File: config.mk
export PLATFORM = sky130hd
export DESIGN_NAME = iomem_fabric
export DESIGN_NICKNAME = d
export VERILOG_FILES = /design/src/rtl/iomem_fabric.sv
export SDC_FILE = /design/constraint.sdc
export NUM_CORES = 1
export LEC_CHECK = 0
export CAP_MARGIN = 25
export CORE_MARGIN = 2
export CORE_UTILIZATION = 42
export DETAILED_ROUTE_END_ITERATION = 10
export PLACE_DENSITY_LB_ADDON = 0.1
export REMOVE_ABC_BUFFERS = 1
export SYNTH_ARGS = -nofsm -noshare
export SYNTH_HDL_FRONTEND = slang
export SYNTH_SLANG_ARGS = --single-unit
File: constraint.sdc
create_clock -name CLK -period 5.4 [get_ports CLK]
set_input_delay 1.08 -clock CLK [delete_from_list [all_inputs] [get_ports CLK]]
set_output_delay 1.08 -clock CLK [all_outputs]
set_load 0.005 [all_outputs]
File: src/rtl/iomem_fabric.sv
// iomem_fabric: picosoc iomem bus controller fanning out to NSLOTS peripherals.
// Ports: CLK/RST, iomem_* CPU side, p_* slot side, err_irq/err_addr fault report.
module iomem_fabric #(
  parameter logic [7:0]  BASE_ADDR = 8'h03,
  parameter int          NSLOTS    = 4,
  parameter int          TIMEOUT   = 255,
  parameter logic [31:0] ERR_DATA  = 32'hDEAD_BEEF
) (
  input  logic                     CLK,
  input  logic                     RST,
  input  logic                     iomem_valid,
  output logic                     iomem_ready,
  input  logic [3:0]               iomem_wstrb,
  input  logic [31:0]              iomem_addr,
  input  logic [31:0]              iomem_wdata,
  output logic [31:0]              iomem_rdata,
  output logic [NSLOTS-1:0]        p_sel,
  output logic [3:0]               p_wstrb,
  output logic [15:0]              p_addr,
  output logic [31:0]              p_wdata,
  input  logic [32*NSLOTS-1:0]     p_rdata,
  input  logic [NSLOTS-1:0]        p_ready,
  output logic                     err_irq,
  output logic [31:0]              err_addr
);

  localparam int CW = $clog2(TIMEOUT + 1);
  localparam logic [CW-1:0] CNT_LAST = CW'(TIMEOUT - 1);

  typedef enum logic [1:0] {
    S_IDLE,
    S_ACCESS,
    S_RESP
  } state_t;

  state_t             state_q;
  logic [CW-1:0]      cnt_q;
  logic [31:0]        addr_q;
  logic               ready_q;
  logic [31:0]        rdata_q;
  logic [NSLOTS-1:0]  sel_q;
  logic [3:0]         wstrb_q;
  logic [15:0]        paddr_q;
  logic [31:0]        wdata_q;
  logic               irq_q;
  logic [31:0]        err_addr_q;

  logic               hit;
  logic [NSLOTS-1:0]  dec_sel;
  logic               slot_rdy;
  logic [31:0]        slot_rdata;

  always_comb begin
    hit = (iomem_addr[31:24] == BASE_ADDR) &&
          (int'(iomem_addr[18:16]) < NSLOTS);
    dec_sel = '0;
    for (int i = 0; i < NSLOTS; i++) begin
      dec_sel[i] = (iomem_addr[18:16] == 3'(i));
    end
  end

  // sel_q is one-hot and held through ACCESS, so masking with it
  // samples only the selected slot's strobe and data.
  always_comb begin
    slot_rdy   = |(p_ready & sel_q);
    slot_rdata = '0;
    for (int i = 0; i < NSLOTS; i++) begin
      if (sel_q[i]) begin
        slot_rdata = slot_rdata | p_rdata[32*i +: 32];
      end
    end
  end

  always_ff @(posedge CLK or posedge RST) begin
    if (RST) begin
      state_q    <= S_IDLE;
      cnt_q      <= '0;
      addr_q     <= '0;
      ready_q    <= 1'b0;
      rdata_q    <= '0;
      sel_q      <= '0;
      wstrb_q    <= '0;
      paddr_q    <= '0;
      wdata_q    <= '0;
      irq_q      <= 1'b0;
      err_addr_q <= '0;
    end else begin
      unique case (state_q)
        S_IDLE: begin
          ready_q <= 1'b0;
          irq_q   <= 1'b0;
          if (iomem_valid) begin
            addr_q  <= iomem_addr;
            paddr_q <= iomem_addr[15:0];
            wstrb_q <= iomem_wstrb;
            wdata_q <= iomem_wdata;
            if (hit) begin
              sel_q   <= dec_sel;
              cnt_q   <= '0;
              state_q <= S_ACCESS;
            end else begin
              ready_q    <= 1'b1;
              rdata_q    <= ERR_DATA;
              irq_q      <= 1'b1;
              err_addr_q <= iomem_addr;
              state_q    <= S_RESP;
            end
          end
        end
        S_ACCESS: begin
          // completion beats timeout when both land together
          if (slot_rdy) begin
            sel_q   <= '0;
            ready_q <= 1'b1;
            rdata_q <= (wstrb_q == 4'd0) ? slot_rdata : 32'd0;
            state_q <= S_RESP;
          end else if (cnt_q == CNT_LAST) begin
            sel_q      <= '0;
            ready_q    <= 1'b1;
            rdata_q    <= ERR_DATA;
            irq_q      <= 1'b1;
            err_addr_q <= addr_q;
            state_q    <= S_RESP;
          end else begin
            cnt_q <= cnt_q + CW'(1);
          end
        end
        S_RESP: begin
          ready_q <= 1'b0;
          rdata_q <= '0;
          irq_q   <= 1'b0;
          state_q <= S_IDLE;
        end
        default: begin
          state_q <= S_IDLE;
        end
      endcase
    end
  end

  assign iomem_ready = ready_q;
  assign iomem_rdata = rdata_q;
  assign p_sel       = sel_q;
  assign p_wstrb     = wstrb_q;
  assign p_addr      = paddr_q;
  assign p_wdata     = wdata_q;
  assign err_irq     = irq_q;
  assign err_addr    = err_addr_q;

endmodule

Yosys cells after proc, flatten, opt, wreduce, memory -nomap -nowiden
Cells that the tools add are included.
{"block": "classes", "n_lt_le_gt_ge": 1, "bitwise": 4, "n_mux": 37, "n_eq_ne": 14, "n_addsub": 1, "reduce_logical": 15}
{"operator": "32-bit two-way mux", "count": 13}
{"operator": "32-bit bitwise OR", "count": 3}
{"operator": "32-bit one-hot mux with 3 select lines", "count": 1}
{"operator": "32-bit one-hot mux with 2 select lines", "count": 1}
{"operator": "8-bit two-way mux", "count": 4}
{"operator": "4-bit two-way mux", "count": 4}
{"operator": "8-bit one-hot mux with 2 select lines", "count": 1}
{"operator": "2-bit != test, second input constant", "count": 6}
{"operator": "5-bit AND reduction", "count": 2}
{"operator": "8-bit by 1-bit adder with 8-bit output, second input constant", "count": 1}
{"operator": "8-bit by 2-bit == test with 1-bit output, second input constant", "count": 1}
{"operator": "8-bit == test, second input constant", "count": 1}
{"operator": "2-bit two-way mux", "count": 4}
{"operator": "4-bit one-hot mux with 2 select lines", "count": 1}
{"operator": "4-bit AND reduction", "count": 2}
{"operator": "3-bit by 2-bit == test with 1-bit output, second input constant", "count": 2}
{"operator": "1-bit one-hot mux with 3 select lines", "count": 2}
{"operator": "2-bit AND reduction", "count": 3}
{"operator": "1-bit two-way mux", "count": 5}
{"operator": "4-bit AND", "count": 1}
{"operator": "4-bit logical NOT", "count": 1}
{"operator": "2-bit one-hot mux with 2 select lines", "count": 1}
{"operator": "4-bit OR reduction", "count": 1}
{"operator": "3-bit by 1-bit == test with 1-bit output, second input constant", "count": 1}
{"operator": "10 further kinds", "count": 10}
{"block": "totals", "register_bits": 164, "input_bits": 203}

Longest topological paths before layout
Gate-level depths: netlist (run 1).
{"block": "logic_depth", "ltp_word": 10, "mapped_depth": 9, "ltp_nobuf": 7}

Worst setup path after synthesis (run 1)
No wires, ideal clock.
{"block": "synth_timing", "path_type": "input port to flip-flop", "startpoint": "input iomem_addr[27]", "endpoint": "register cnt_q[7]", "slack_ps": 2952, "arrival_time_ps": 2370, "path_stages": 5, "setup_ps": 78, "cell_sequence": "and4bb_1 > a41oi_1 > clkbuf_1 > or4_1 > a21oi_1"}
{"block": "synth_between", "elab_chain_cells": 4}
{"element": "start: declaration", "line_no": "14", "source": "input logic [31:0] iomem_addr,"}
{"element": "8-bit by 2-bit == test with 1-bit output", "line_no": "54", "source": "hit = (iomem_addr[31:24] == BASE_ADDR) &&"}
{"element": "1-bit logical AND", "line_no": "54"}
{"element": "2-bit != test (no source line)"}
{"element": "5-bit AND reduction (no source line)"}
{"element": "end signal: assignment", "line_no": "125", "source": "cnt_q <= cnt_q + CW'(1);"}
{"element": "end: declaration", "line_no": "37", "source": "logic [CW-1:0] cnt_q;"}
No other way between the ends.
A chain may end at the register's enable or synchronous reset.

Final worst setup path (run 1)
{"block": "layout_timing", "startpoint": "input iomem_addr[18]", "endpoint": "register rdata_q[25], in the netlist iomem_rdata[25]"}
{"block": "layout_between", "elab_chain_cells": 4}
{"element": "3-bit < comparator", "line_no": "55", "source": "(int'(iomem_addr[18:16]) < NSLOTS);"}
{"element": "1-bit logical AND", "line_no": "54"}
{"element": "2-bit != test (no source line)"}
{"element": "4-bit AND reduction (no source line)"}
{"element": "end signal: assignment", "line_no": "115", "source": "rdata_q <= (wstrb_q == 4'd0) ? slot_rdata : 32'd0;"}
{"element": "end: declaration", "line_no": "40", "source": "logic [31:0] rdata_q;"}
No other way between the ends.

==> results.json, run 1 <==
{
  "maxCapViolations": 0,
  "tritoncts": "built",
  "path_class": "in -> reg",
  "ys.flop_type": "dfrtp_1",
  "grt_pass1_vias": 6498,
  "slew_violations": 0,
  "synth.avg_cell_area_um2": 11.7,
  "cp.required_ps": 5730,
  "rows": 47,
  "synth-edff-count": 0,
  "hold_path_class": "reg -> reg",
  "multi_input_area_um2": 3160,
  "core_um2": 16600,
  "setup-violations-final": 0,
  "pin_count": 325,
  "critPathLaunchType": "input port",
  "ys_ff_latch": 148,
  "clockBufferDepth": 2,
  "synth_area_leaders": "dfrtp_1, mux2_2, a22oi_1",
  "yosysTopAreaCell": "dfrtp_1",
  "cts_inserted_buffers": 17,
  "skew_ps": 7.58,
  "cts_max_level": 4,
  "viasPerCell": 5.41,
  "arrival_ps": 3420,
  "die_h_um": 135,
  "hold_viol_final": 0,
  "place_ws_ps": 1860,
  "status": "finished, final reports clean",
  "grt_first_pass_wirelength_um": 34000,
  "post_cts_resized": 0,
  "nets": 1112,
  "peakVddDrop_uv": 278,
  "critPathCaptureType": "flop",
  "min_period_over_period_pct": 57.2,
  "port_buffers": 324,
  "firstDrtPassIters": 4,
  "power.total_mw": 6.04,
  "detail-route-antenna-nets": 0,
  "seq_area_frac_synth_pct": 51.5,
  "drc_errors": 0,
  "rsz0062_at_grt": "no",
  "die_x_um": 135,
  "initial_core_util_pct": 43.2,
  "postCtsSetupBuffers": 0,
  "grt_usage_pct": 23.9,
  "drive_gt1_share_pct": 16.9,
  "fin_crit_ps": 3090,
  "vias": 6135,
  "clkLatencyLatePin_ps": 420,
  "areaGrowthSynthToFinish_pct": 54.5,
  "final.setup.tns_ps": 0,
  "routed_wl_um": 21900,
  "worst_pin_slew_ps": 1030,
  "n_fill_cell": 1248,
  "place.gp.congestion": 0.850,
  "first_iter_violations": 263,
  "clk_pin_slew_ps": 60,
  "yosysWarnings": 0,
  "seqCellArea_um2": 3700,
  "synthTopCellsByCount": "dfrtp_1, mux2_2, a22oi_1",
  "grt_max_degree": 91,
  "wl_per_cell_um": 19.3,
  "critPathMaxFanout": 40,
  "die-area_um2": 18200,
  "root_buffer": "clkbuf_16",
  "synth_cells": 613,
  "synth_area_um2": 7190,
  "overflow": 0,
  "ys_async_sr_fraction_pct": 100,
  "antenna_found_initial": 1,
  "fin_ws_ps": 2310,
  "maxSlewHeadroom_pct": 30.9,
  "cellPowerDensity_nw_per_um2": 543,
  "ctsHoldBuffers": 0,
  "clock.fmax_mhz": 324,
  "hpwl_um": 15700,
  "yosysMostFrequentCell": "dfrtp_1",
  "cts_sinks": 148,
  "ys_types": 44,
  "synth_top_area_share_pct": 51.5,
  "leakage_nw": 4.41
}
## worst max-delay path, stage by stage
cell and delay, ps:
clkdlybuf4s50_1 530, nor3_2 270, a31oi_1 200, o221ai_4 820, buf_4 350, nand2_1 70, o21ai_1 80
## cells in the final DEF, fill, tap and decap left out, types with 2 or more instances in the layout
cell type        count
clkdlybuf4s50_1    324
dfrtp_1            148
mux2_2             106
a22oi_1             64
nand2_1             39
a21oi_1             35
mux2_1              32
o21ai_0             27
o21ai_1             27
clkbuf_16           17
buf_4                9
a22o_1               8
inv_1                7
nor2_1               5
nand3_1              5
o31ai_1              5
or4_1                5
ha_1                 5
bufinv_16            4
diode_2              2
a31oi_1              2
inv_6                2
or4_4                2
or3_1                2
nor4b_1              2
clkinv_2             2
## cell type report
class,instances,share of cell area (%)
Sequential cell,148,33.3
Timing Repair Buffer,334,30.0
Multi-Input combinational cell,393,28.5
Clock buffer,19,3.99
Tap cell,220,2.48
Clock inverter,9,1.40
Inverter,9,0.349
Antenna cell,2,0.0450
## path summary, 6_finish.rpt
path | startpoint | to | slack (ps) | cells past startpoint
min in group asynchronous | RST | p_wdata[6] | 1180 | 2
max | iomem_addr[18] | iomem_rdata[25] | 2310 | 7
max in group asynchronous | RST | p_wstrb[2] | 3250 | 3
max reg2reg | state_q[0] | p_sel[2] | 2790 | 7
min reg2reg | err_addr[2] | err_addr[2] | 480 | 1
min | err_addr[2] | err_addr[2] | 480 | 1
## report_power, final
part | switching (mW) | internal (mW)
clock network | 0.441 | 0.775
registers | 0.298 | 1.64
logic | 1.25 | 1.64
## metal layers
metal | global-route usage (%) | wire length, um | up-vias
li1 | - | - | 2824
met1 | 28.0 | 8640 | 3070
met2 | 41.6 | 11000 | 218
met3 | 8.33 | 1860 | 23
met4 | 6.73 | 357 | 0
met5 | 0 | 0 | -
## logic make-up (layout without fill, tap and decap cells)
family | count (synthesis) | in the layout | synth area share, %
and+or+nand+nor | 73 | 73 | 5.24
buffers and inverters | 72 | 371 | 5.03
AOI/OAI and AO/OA | 176 | 176 | 15.6
adders and majority gates | 6 | 6 | 1.04
DFF | 148 | 148 | 51.5
muxes | 138 | 138 | 21.6
other | 0 | 2 | 0
## state kept, by name, summed over array words and instances (netlist names)
| register | cells |
|---|---|
| addr_q | 32 |
| iomem_rdata | 32 |
| cnt_q | 8 |
| p_wstrb | 4 |
| err_irq | 1 |
| state_q | 2 |
| p_sel | 4 |
| err_addr | 32 |
| iomem_ready | 1 |
| p_wdata | 32 |
## metrics by stage
step	cells	hold slack [ps]	area, um^2	util, %
after floorplan	550	467	6860	-
after global placement	1102	460	10500	63.0
after detailed placement	1102	474	10500	63.0
after CTS	1130	487	11100	66.6
after global routing	1133	509	11100	66.8
final	1134	483	11100	66.8
No activity file was read; power rests on OpenSTA's default activity.
==> run 2: changes to the inputs <==
clock period = 3.1 ns   (was 5.4 ns; I/O delays follow)
==> run 2 against run 1 <==
  * Sequential cell count is the same
  * Setup slack lost 1600 ps
  * Sequential share of layout area shrank 0.34 points
  * Non-clock buffer count grew 6
  * Register-to-register slack lost 2100 ps
  * Final cell count grew 0.71%
  * Critical path depth shrank 5
==> results.json, run 2 (synthesized netlist as in run 1, its figures left out) <==
{
  "initial_core_util_pct": 43.2,
  "firstDrtPassIters": 5,
  "hpwl_um": 16100,
  "wl_per_cell_um": 19.2,
  "arrival_ps": 1790,
  "post_cts_resized": 0,
  "core_um2": 16600,
  "path_class": "reg -> out",
  "ctsHoldBuffers": 0,
  "antenna_found_initial": 1,
  "power_frac_seq_pct": 31.4,
  "n_fill_cell": 1264,
  "drive_gt1_share_pct": 17.7,
  "die_h_um": 135,
  "overflow": 0,
  "clock.fmax_mhz": 416,
  "cellPowerDensity_nw_per_um2": 951,
  "fin_ws_ps": 694,
  "final_common_cell": "clkdlybuf4s50_1",
  "clkLatencyLatePin_ps": 410,
  "slew_violations": 0,
  "status": "finished, final reports clean",
  "place.gp.congestion": 0.818,
  "finalInstanceArea_um2": 11200,
  "clockBufferDepth": 2,
  "final_cell_mix": "clkdlybuf4s50_1, dfrtp_1, mux2_2, a22oi_1, nand2_1",
  "skew_ps": 11.9,
  "postCtsSetupBuffers": 0,
  "grt_first_pass_wirelength_um": 34000,
  "final.setup.tns_ps": 0,
  "vias": 6107,
  "place_ws_ps": 378,
  "dp_cells": 1110,
  "cts_max_level": 4,
  "setup-violations-final": 0,
  "die-area_um2": 18200,
  "cts_inserted_buffers": 17,
  "port_buffers": 324,
  "detail-route-antenna-nets": 0,
  "tritoncts": "built",
  "cp.required_ps": 2480,
  "multi_input_area_um2": 3160,
  "fin_crit_ps": 2410,
  "min_period_over_period_pct": 77.6,
  "switching_power_mw": 3.47,
  "seqCellArea_um2": 3700,
  "die_x_um": 135,
  "leakage_nw": 4.46,
  "critPathCaptureType": "primary output",
  "viasPerCell": 5.35,
  "clk_pin_slew_ps": 60,
  "grt_usage_pct": 24.2,
  "grt_max_degree": 58,
  "comb_power_share_pct": 47.6,
  "placed_area_um2": 10600,
  "p_int_mw": 7.21,
  "power.share.clock_pct": 21.0,
  "maxSlewHeadroom_pct": 34.9,
  "cts_sinks": 148,
  "rows": 47,
  "routed_wl_um": 21900,
  "critPathLaunchType": "flop",
  "instances_no_fill": 1142,
  "root_buffer": "clkbuf_16",
  "first_iter_violations": 274,
  "maxCapViolations": 0,
  "areaGrowthSynthToFinish_pct": 56.1,
  "peakVddDrop_uv": 545,
  "worst_pin_slew_ps": 972,
  "hold_viol_final": 0,
  "grt_pass1_vias": 6506,
  "hold_path_class": "reg -> reg",
  "sw_frac_of_total_pct": 32.5,
  "pin_count": 325,
  "rsz0062_at_grt": "no",
  "drc_errors": 0,
  "critPathMaxFanout": 34,
  "nets": 1118
}
run 2: changes by cell type in the layout (fill, tap and decap cells not counted):
cell        change
buf_4           +4
diode_2         -1
bufinv_16       +1
clkinvlp_4      +1
inv_6           +1
buf_12          +2
run 2: power groups by stage:
stage | combinational, mW | sequential (mW) | clock (mW)
3_3_place_gp | 4.98 | 3.33 | 0
5_1_grt | 5.52 | 3.47 | 2.39
6_report | 5.08 | 3.36 | 2.24
3_5_place_dp | 5.13 | 3.38 | 0
2_1_floorplan | 2.24 | 3.52 | 0
4_1_cts | 5.16 | 3.36 | 2.29
run 2: stage by stage:
| step | total power [mW] | util, % | hold slack, ps |
|---|---|---|---|
| 6_report | 10.7 | 67.5 | 481 |
| 5_1_grt | 11.4 | 67.5 | 513 |
| 4_1_cts | 10.8 | 67.4 | 481 |
| 3_5_place_dp | 8.51 | 63.6 | 468 |
| 3_3_place_gp | 8.32 | 63.6 | 464 |
| 2_1_floorplan | 5.76 | - | 467 |
run 2: critical path: stages (launching register included):
cell and delay (ps):
dfrtp_1 390, buf_4 370, clkdlybuf4s50_1 590
run 2: area by class of cell:
type,count,area share (%)
Sequential cell,148,33.0
Timing Repair Buffer,340,30.3
Multi-Input combinational cell,393,28.2
Clock buffer,19,3.95
Tap cell,220,2.45
Clock inverter,12,1.79
Inverter,9,0.345
Antenna cell,1,0.0223
run 2: final timing paths:
kind / from / to / slack (ps) / cells after the start
max: p_sel[2] / p_sel[2] / 690 / 2
min: iomem_rdata[20] / iomem_rdata[20] / 480 / 2
max reg2reg: state_q[1] / cnt_q[4] / 730 / 6
min reg2reg: iomem_rdata[20] / iomem_rdata[20] / 480 / 2
max in group asynchronous: RST / err_addr[10] / 1770 / 3
min in group asynchronous: RST / p_wdata[26] / 630 / 2
run 2: per-layer routing:
layer	up-vias	global-route usage, %	share of wire (%)	wire length (um)
met1	2990	26.6	37	8150
met4	0	8.83	2.5	550
met3	36	8.00	8.6	1870
li1	2844	-	-	-
met2	237	43.4	52	11300
met5	-	0	0	0
==> run 3: changes to the inputs <==
CORE_UTILIZATION = 38   (was 42)
clock period = 2 ns   (was 3.1 ns; I/O delays follow)
==> run 3 against run 2 <==
  * Design area up 3.9%
  * Clock skew is 6.0 ps lower
  * Non-clock buffer count up 44
  * Routed wire length up 3.1%
  * Sequential share of layout area fell by 1.2 points
  * Critical path depth did not move
  * Combinational power is 70% higher
  * Count of clock-buffer cells in the layout rose by 1
  * Power up 56%
  * Die area rose by 10%
  * Critical endpoint is now p_sel[0]
  * Clock power grew 25%
  * Setup slack worse by 650 ps
  * Critical path type unchanged
==> results.json, run 3 (synthesized netlist as in run 1, its figures left out) <==
{
  "antennaDiodeCount": 0,
  "die_h_um": 142,
  "path_class": "reg -> out",
  "worstReg2RegEnd": "iomem_rdata[24]",
  "antenna_found_initial": 0,
  "critPathMaxFanout": 24,
  "detail-route-antenna-nets": 0,
  "cts_inserted_buffers": 17,
  "die_x_um": 142,
  "final_cell_mix": "clkdlybuf4s50_1, dfrtp_1, mux2_2, a22oi_1, buf_4",
  "firstDrtPassIters": 4,
  "cellPowerDensity_nw_per_um2": 1430,
  "slew_violations": 0,
  "final_common_cell": "clkdlybuf4s50_1",
  "cts_sinks": 148,
  "critPathLaunchType": "flop",
  "grt_pass1_vias": 6659,
  "leakage_nw": 4.66,
  "hold_viol_final": 0,
  "drc_errors": 0,
  "clock.fmax_mhz": 511,
  "hpwl_um": 16700,
  "die-area_um2": 20000,
  "nets": 1162,
  "cp.required_ps": 1600,
  "clk_pin_slew_ps": 60,
  "initial_core_util_pct": 38.6,
  "core_um2": 18600,
  "worst_pin_slew_ps": 508,
  "placed_area_um2": 11000,
  "finalInstanceArea_um2": 11700,
  "wl_per_cell_um": 18.8,
  "clockBufferDepth": 2,
  "port_buffers": 324,
  "r2r_setup_slack_ps": 80,
  "maxCapViolations": 0,
  "hold_ws_ps": 349,
  "clkLatencyLatePin_ps": 410,
  "ctsHoldBuffers": 0,
  "fin_util_pct": 62.6,
  "place.gp.congestion": 0.892,
  "rsz0062_at_grt": "yes",
  "skew_ps": 5.85,
  "setup-violations-final": 0,
  "hold_path_class": "in -> async",
  "grt_max_degree": 44,
  "n_fill_cell": 1503,
  "peakVddDrop_uv": 726,
  "grt_first_pass_wirelength_um": 34500,
  "reg2regPathDepth": 4,
  "r2r-start": "p_wstrb[1]",
  "dp_cells": 1165,
  "grt_usage_pct": 21.9,
  "arrival_ps": 1560,
  "cts_max_level": 4,
  "overflow": 0,
  "rows": 50,
  "areaGrowthSynthToFinish_pct": 62.2,
  "status": "finished, final reports clean",
  "maxSlewHeadroom_pct": 66.1,
  "viasPerCell": 5.22,
  "fin_crit_ps": 1960,
  "tritoncts": "built",
  "instances_no_fill": 1197,
  "pin_count": 325,
  "critPathCaptureType": "primary output",
  "routed_wl_um": 22600,
  "root_buffer": "clkbuf_16",
  "min_period_over_period_pct": 97.8,
  "first_iter_violations": 195,
  "drive_gt1_share_pct": 22.1,
  "vias": 6252
}
## run 3: changes by cell type in the layout (fill, tap and decap cells not counted), moves of 2 or more
cell,delta
buf_4,+31
buf_12,+11
bufinv_16,-5
clkinvlp_4,+4
dfrtp_1,-2
dfrtp_2,+2
ha_4,+2
inv_6,-2
## run 3: layout make-up
class                      count  area [um^2]  share of cell area [%]
timing repair buffer         384         3890                    33.4
sequential                   148         3710                    31.8
multi-input combinational    393         3220                    27.6
clock buffer                  20          457                    3.92
tap                          234          293                    2.51
clock inverter                 9         60.1                   0.515
inverter                       9         38.8                   0.333
## run 3: report_power, final
part	switching, mW	internal [mW]
registers	0.816	4.42
clock network	1.18	1.62
logic	3.56	5.06
total	5.56	11.1
## run 3: worst max-delay path by stage
stage / slack, ps / from / to / cells after the start
global placement: -320 / iomem_addr[27] / cnt_q[5] / 6
finish: 40 / p_sel[0] / p_sel[0] / 2
CTS: 3 / p_sel[2] / p_sel[2] / 2
detailed placement: -390 / iomem_addr[27] / cnt_q[3] / 6
global route: -20 / state_q[1] / p_sel[0] / 7
floorplan: -2530 / state_q[0] / err_addr[10] / 7
## run 3: routing by layer
| layer | track usage (%) | part of all wire (%) | up-vias | routed length (um) |
|---|---|---|---|---|
| li1 | - | - | 2932 | - |
| met1 | 24.5 | 39 | 3039 | 8760 |
| met2 | 39.3 | 51 | 246 | 11400 |
| met3 | 7.02 | 8.2 | 35 | 1850 |
| met4 | 7.58 | 2.2 | 0 | 507 |
| met5 | 0 | 0 | - | 0 |
## run 3: metrics by stage
stage	setup TNS [ps]	power (mW)	setup WS [ps]
finish	0	16.7	44.4
global route	-27.8	17.7	-18.8
CTS	0	16.6	2.78
detailed placement	-23210	13.7	-394
global placement	-18690	13.4	-315
floorplan	-572890	8.93	-2530
## run 3: worst max-delay path: stages (launching register included)
cell and delay, ps:
dfrtp_1 400, buf_12 190, clkdlybuf4s50_1 540
## run 3: repair_timing
| item | in CTS | in global routing |
|---|---|---|
| pin swaps | 0 | 2 |
| buffers inserted | 0 | 2 |
| resized for setup | 9 | 14 |
| cloned | 0 | 1 |
| setup endpoints to repair | 11 | 69 |
| endpoints found under the hold margin | 0 | 0 |
